===== src/rtl/stream_sorter_if.sv =====
// Stream sorter port bundle: input element stream, sorted output stream,
// frame statistics and an FSM state tap for checkers.
//
// Handshake rules (both streams): a transfer happens on a rising clock edge
// where valid && ready are both high. The sender keeps data/last stable while
// valid is high and ready is low. Ready may depend on block state but never
// on the same-cycle valid of the opposite side.
interface stream_sorter_if #(
  parameter int WIDTH = 6,
  parameter int DEPTH = 5
);
  localparam int CW = $clog2(DEPTH + 1);

  logic             in_valid;
  logic [WIDTH-1:0] in_data;
  logic             in_last;
  logic             in_ready;
  logic             out_ready;
  logic             out_valid;
  logic [WIDTH-1:0] out_data;
  logic             out_last;
  logic [WIDTH-1:0] out_median;
  logic [CW-1:0]    out_count;
  logic             dbg_state;

  // Sorter side
  modport slave (
    input  in_valid, in_data, in_last, out_ready,
    output in_ready, out_valid, out_data, out_last, out_median, out_count,
           dbg_state
  );

  // Source / sink side
  modport master (
    output in_valid, in_data, in_last, out_ready,
    input  in_ready, out_valid, out_data, out_last, out_median, out_count,
           dbg_state
  );
endinterface


===== src/rtl/stream_sorter.sv =====
// Insertion-sorting frame buffer. Elements arrive one per cycle in LOAD and
// are placed into their sorted slot in a single cycle. When the frame is
// complete (DEPTH elements or in_last), the block switches to DRAIN and
// streams the sorted frame out with backpressure, exposing the median.
module stream_sorter #(
  parameter int WIDTH   = 6,
  parameter int DEPTH   = 5,
  parameter int DESCEND = 0
) (
  input  logic          clk,
  input  logic          rst_n,
  stream_sorter_if.slave s
);
  localparam int CW = $clog2(DEPTH + 1);

  typedef enum logic {LOAD = 1'b0, DRAIN = 1'b1} state_t;

  state_t           r_state;
  state_t           w_next;
  logic             r_run;
  logic [CW-1:0]    r_cnt;
  logic [CW-1:0]    r_rd_idx;
  logic [WIDTH-1:0] r_buf [DEPTH];

  logic [DEPTH-1:0] w_keep;
  logic [WIDTH-1:0] w_ins [DEPTH];
  logic             w_accept;
  logic             w_rd_hs;
  logic             w_last_out;
  logic [CW-1:0]    w_med_idx;

  // r_run holds in_ready low until the first clock after reset release
  assign w_accept   = (r_state == LOAD) && r_run && s.in_valid;
  assign w_rd_hs    = (r_state == DRAIN) && s.out_ready;
  assign w_last_out = (r_rd_idx == r_cnt - 1'b1);
  assign w_med_idx  = (r_cnt - 1'b1) >> 1;

  assign s.out_count = r_cnt;
  assign s.dbg_state = r_state;

  // Parallel compare: slot i stays put when it is occupied and orders at or
  // before the new element (equal values stay ahead, keeping ties stable).
  always_comb begin
    w_keep = '0;
    for (int i = 0; i < DEPTH; i++) begin
      if (CW'(i) < r_cnt) begin
        if (DESCEND != 0) w_keep[i] = (r_buf[i] >= s.in_data);
        else              w_keep[i] = (r_buf[i] <= s.in_data);
      end
    end
  end

  // Build the post-insertion buffer: kept slots hold, the first non-kept slot
  // takes the new element, later slots take their lower neighbour.
  always_comb begin
    w_ins[0] = w_keep[0] ? r_buf[0] : s.in_data;
    for (int i = 1; i < DEPTH; i++) begin
      if (w_keep[i])        w_ins[i] = r_buf[i];
      else if (w_keep[i-1]) w_ins[i] = s.in_data;
      else                  w_ins[i] = r_buf[i-1];
    end
  end

  // State register; reset aborts any frame in progress
  always_ff @(posedge clk or negedge rst_n) begin
    if (!rst_n) begin
      r_state <= LOAD;
      r_run   <= 1'b0;
    end else begin
      r_state <= w_next;
      r_run   <= 1'b1;
    end
  end

  // Next-state and output decode
  always_comb begin
    w_next       = r_state;
    s.in_ready   = 1'b0;
    s.out_valid  = 1'b0;
    s.out_data   = '0;
    s.out_last   = 1'b0;
    s.out_median = '0;
    case (r_state)
      LOAD: begin
        s.in_ready = r_run;
        if (w_accept && (s.in_last || r_cnt == CW'(DEPTH - 1))) w_next = DRAIN;
      end
      DRAIN: begin
        s.out_valid  = 1'b1;
        s.out_data   = r_buf[r_rd_idx];
        s.out_last   = w_last_out;
        s.out_median = r_buf[w_med_idx];
        if (w_rd_hs && w_last_out) w_next = LOAD;
      end
      default: w_next = LOAD;
    endcase
  end

  // Buffer, element count and read pointer
  always_ff @(posedge clk or negedge rst_n) begin
    if (!rst_n) begin
      r_cnt    <= '0;
      r_rd_idx <= '0;
      for (int i = 0; i < DEPTH; i++) r_buf[i] <= '0;
    end else if (w_accept) begin
      r_cnt <= r_cnt + 1'b1;
      for (int i = 0; i < DEPTH; i++) r_buf[i] <= w_ins[i];
    end else if (w_rd_hs) begin
      if (w_last_out) begin
        r_cnt    <= '0;
        r_rd_idx <= '0;
      end else begin
        r_rd_idx <= r_rd_idx + 1'b1;
      end
    end
  end
endmodule


===== src/flat_wrapper.sv =====
// flat-port wrapper written by rule: the top's interface ports become plain ports
module stream_sorter_flat 
#(
  parameter int WIDTH   = 6,
  parameter int DEPTH   = 5,
  parameter int DESCEND = 0
)
  (clk, rst_n, s_in_valid, s_in_data, s_in_last, s_out_ready, s_in_ready, s_out_valid, s_out_data, s_out_last, s_out_median, s_out_count, s_dbg_state);
  stream_sorter_if #(.WIDTH(WIDTH), .DEPTH(DEPTH)) s_i ();
  input  logic clk;
  input  logic rst_n;
  input wire logic [$bits(s_i.in_valid)-1:0] s_in_valid;
  input wire logic [$bits(s_i.in_data)-1:0] s_in_data;
  input wire logic [$bits(s_i.in_last)-1:0] s_in_last;
  input wire logic [$bits(s_i.out_ready)-1:0] s_out_ready;
  output wire logic [$bits(s_i.in_ready)-1:0] s_in_ready;
  output wire logic [$bits(s_i.out_valid)-1:0] s_out_valid;
  output wire logic [$bits(s_i.out_data)-1:0] s_out_data;
  output wire logic [$bits(s_i.out_last)-1:0] s_out_last;
  output wire logic [$bits(s_i.out_median)-1:0] s_out_median;
  output wire logic [$bits(s_i.out_count)-1:0] s_out_count;
  output wire logic [$bits(s_i.dbg_state)-1:0] s_dbg_state;
  assign s_i.in_valid = s_in_valid;
  assign s_i.in_data = s_in_data;
  assign s_i.in_last = s_in_last;
  assign s_i.out_ready = s_out_ready;
  assign s_in_ready = s_i.in_ready;
  assign s_out_valid = s_i.out_valid;
  assign s_out_data = s_i.out_data;
  assign s_out_last = s_i.out_last;
  assign s_out_median = s_i.out_median;
  assign s_out_count = s_i.out_count;
  assign s_dbg_state = s_i.dbg_state;
  stream_sorter #(.WIDTH(WIDTH), .DEPTH(DEPTH), .DESCEND(DESCEND)) u_core (.clk(clk), .rst_n(rst_n), .s(s_i));
endmodule

===== config.mk =====
export PLATFORM = sky130hd
export DESIGN_NAME = stream_sorter_flat
export DESIGN_NICKNAME = d
export VERILOG_FILES = /design/src/rtl/stream_sorter_if.sv /design/src/rtl/stream_sorter.sv /design/src/flat_wrapper.sv
export SDC_FILE = /design/constraint.sdc
export NUM_CORES = 1
export LEC_CHECK = 0
export BUFFER_PORTS_ARGS = -buffer_cell sky130_fd_sc_hd__buf_2
export CORE_UTILIZATION = 62
export CTS_BUF_LIST = sky130_fd_sc_hd__clkbuf_2
export DETAILED_ROUTE_END_ITERATION = 12
export PLACE_DENSITY = 0.83
export SLEW_MARGIN = 15
export SYNTH_ARGS = -nofsm -noshare
export SYNTH_HDL_FRONTEND = slang
export SYNTH_SLANG_ARGS = --single-unit

===== constraint.sdc =====
create_clock -name clk -period 2.8 [get_ports clk]
set_input_delay 0.14 -clock clk [delete_from_list [all_inputs] [get_ports clk]]
set_output_delay 0.14 -clock clk [all_outputs]
set_load 0.1 [all_outputs]

==> impl_metrics.env <==
export IMPL_outcome="finished, final reports clean"
export IMPL_clk_latency_ns=0.43
export IMPL_synth_xor_area_share_pct=1.81
export IMPL_drv_slew=0
export IMPL_synth_seq_cells=38
export IMPL_yosysUniqueCellTypes=54
export IMPL_dp_cells=395
export IMPL_antenna_cells=0
export IMPL_max_slew_margin_pct=40.3
export IMPL_via_per_inst=6.87
export IMPL_cap_viol_max_count=0
export IMPL_hpwl_mm=6.34
export IMPL_area_growth_pct=7.59
export IMPL_initial_utilization_pct=66.6
export IMPL_setup_tns_ns=0
export IMPL_overflow=0
export IMPL_cpPeakStageDelay_ns=0.77
export IMPL_synth_top_area_cell="dfrtp_1"
export IMPL_cp_start_kind="register"
export IMPL_synth_mux_area_fraction_pct=17.1
export IMPL_synth_compound_area_share_pct=18.6
export IMPL_fp_dieArea_sq_mm=0.00553
export IMPL_yosysMostFrequentCell="dfrtp_1"
export IMPL_synth_top_family_by_area="compound AO/OA/AOI/OAI gates"
export IMPL_dr_pass1_iters=5
export IMPL_synth_fa_ha_area_share_pct=13.5
export IMPL_ys_seq_area_share_pct=29.3
export IMPL_critPathArrivalTime_ns=2.55
export IMPL_fillers=386
export IMPL_critPathSlowestCell="dfrtp_1"
export IMPL_min_period_ns=2.69
export IMPL_io_pins=30
export IMPL_port_buffers=29
export IMPL_grt_pass1_wl_mm=13.8
export IMPL_tightest_slew_ns=0.895
export IMPL_grt_max_degree=39
export IMPL_drt_iter0_drc=353
export IMPL_synth_edf_count=0
export IMPL_synth_area_leaders="dfrtp_1 29%, ha_1 13%, mux4_2 8.3%"
export IMPL_rows=25
export IMPL_async_flop_share_pct=100
export IMPL_min_path_type="primary input to register"
export IMPL_final_cells=406
export IMPL_fmax_mhz=372
export IMPL_cts_sinks=38
export IMPL_antenna_found_initial=0
export IMPL_root_buffer="clkbuf_2"
export IMPL_clk_pin_slew_ns=0.23
export IMPL_cts_buffers=5
export IMPL_synthCells=311
export IMPL_syn_cell_area_sq_mm=0.00325
export IMPL_drive_gt1_share_pct=24.8
export IMPL_yosys_warnings=0
export IMPL_worst_setup_path_end_kind="primary output"
export IMPL_rsz0062_at_grt="no"
export IMPL_dieHeight_microns=74.4
export IMPL_cp_required_ns=2.66
export IMPL_die_x_microns=74.4
export IMPL_crit_type="register to primary output"
export IMPL_finalHoldViolations=0
export IMPL_synth_simple_area_share_pct=14.5
export IMPL_fin_crit_sh_pct=96.0
export IMPL_netlist_top_cells_count="38 x dfrtp_1, 35 x ha_1, 31 x a21oi_1"
export IMPL_ys_flop_type="dfrtp_1"
export IMPL_crit_chain="xor3_1 -> nor3_4 -> and2_2 -> buf_4"
export IMPL_routed_wl_mm=9.06
export IMPL_cts_tree="built"
export IMPL_via_count=2791
export IMPL_fin_skew_ns=0.0422
export IMPL_track_usage_pct=35.3
export IMPL_fp_coreArea_sq_mm=0.00488
export IMPL_nets=384
export IMPL_htreeDepth=2
export IMPL_setup_viol=0
export IMPL_syn_area_per_cell_sq_um=10.4
export IMPL_hold_ws_ns=0.0315
export IMPL_crit_path_max_fanout=12
export IMPL_grt_pass1_vias=2584
export IMPL_gp_congestion=1.02
export IMPL_cts_setup_buffers=0
export IMPL_synth_top_cell_area_share_pct=29.3
export IMPL_wl_per_cell_microns=22.3
export IMPL_cts_path_max_buffers=2
export IMPL_syn_nets=357
export IMPL_route_detailed_drc=0
export IMPL_drtAntennaViolNets=0
[per-stage QoR]
step           instance area, sq um  worst slack [ns]  util (%)
3_5_place_dp                   3410             0.406      69.9
5_1_grt                        3490           0.00838      71.6
2_1_floorplan                  3260            -0.640         -
6_report                       3490             0.112      71.6
4_1_cts                        3480            0.0226      71.4
3_3_place_gp                   3410             0.460      69.9
[critical path: cells and delay by family, from the launching register on]
kind | cells | cell delay, ns
AND/OR/NAND/NOR | 2 | 0.49
buffers and inverters | 1 | 0.28
XOR/XNOR | 1 | 0.60
flip-flops | 1 | 0.77
[state kept, by name, summed over array words and instances (netlist names)]
register / count
u_core.s.dbg_state: 1
u_core.r_run: 1
u_core.s.out_count: 3
u_core.r_buf: 30
u_core.r_rd_idx: 3
[cell usage in the layout (no fill, tap or decap), drive strengths merged, types with 2 or more instances in the layout]
master	instances
inv	14
and4	2
mux2i	8
mux4	12
o31ai	2
dfrtp	38
o21ai	15
nand2	10
dlygate4sd3	3
clkbuf	6
a21oi	31
clkinv	2
xnor2	2
o311a	2
xor2	2
nor2b	6
a211oi	2
buf	34
o21a	2
a21boi	6
mux2	17
ha	35
a31oi	14
nand2b	6
and2	12
nand3	21
nor3	2
nor2	7
a21o	2
nand4	3
nand3b	6
[logic make-up after synthesis]
kind of cell    after synthesis
compound gates               84
flops                        38
buf+inv                      31
fa+ha+maj                    35
mux                          37
xor+xnor                      5
other cells                   1
simple gates                 80
[what timing repair did]
item	4_1_cts	5_1_grt
hold buffers	3	0
endpoints found under the setup margin	1	7
gates resized for setup	1	2
endpoints found under the hold margin	40	0
[routing by layer]
layer / vias up / routed length, microns / GRT usage (%) / share of wire (%)
li1: 1224 / - / - / -
met1: 1335 / 3670 / 50.8 / 40
met5: - / 0 / 0 / 0
met2: 197 / 4080 / 49.8 / 45
met4: 0 / 309 / 16.1 / 3.4
met3: 35 / 1000 / 9.08 / 11
[layout make-up]
type                            count  area (sq um)  share of cell area, %
Clock buffer                        6          30.0                  0.859
Multi-Input combinational cell    242          2150                   61.5
Clock inverter                      2          8.76                  0.251
Timing Repair Buffer               37           215                   6.16
Sequential cell                    38           953                   27.3
Inverter                           14          52.6                   1.50
Tap cell                           67          83.8                   2.40
[path summary, 6_finish.rpt]
kind | start | end | slack (ns) | cells after the start
setup / recovery | u_core.s.out_count[2]$_DFFE_PN0P_ | s_out_last | 0.11 | 4
hold / removal | s_in_data[4] | u_core.r_buf[22]$_DFFE_PN0P_ | 0.03 | 3
setup reg to reg | u_core.r_buf[11]$_DFFE_PN0P_ | u_core.r_buf[5]$_DFFE_PN0P_ | 0.37 | 6
hold reg to reg | u_core.r_buf[1]$_DFFE_PN0P_ | u_core.r_buf[1]$_DFFE_PN0P_ | 0.56 | 1
max in group asynchronous | rst_n | u_core.s.out_count[0]$_DFFE_PN0P_ | 1.82 | 2
min in group asynchronous | rst_n | u_core.r_buf[22]$_DFFE_PN0P_ | 0.34 | 2
Power is left out: the tool's default activity adds up to more than one toggle a clock period on the data nets, which glitch-free logic cannot reach.
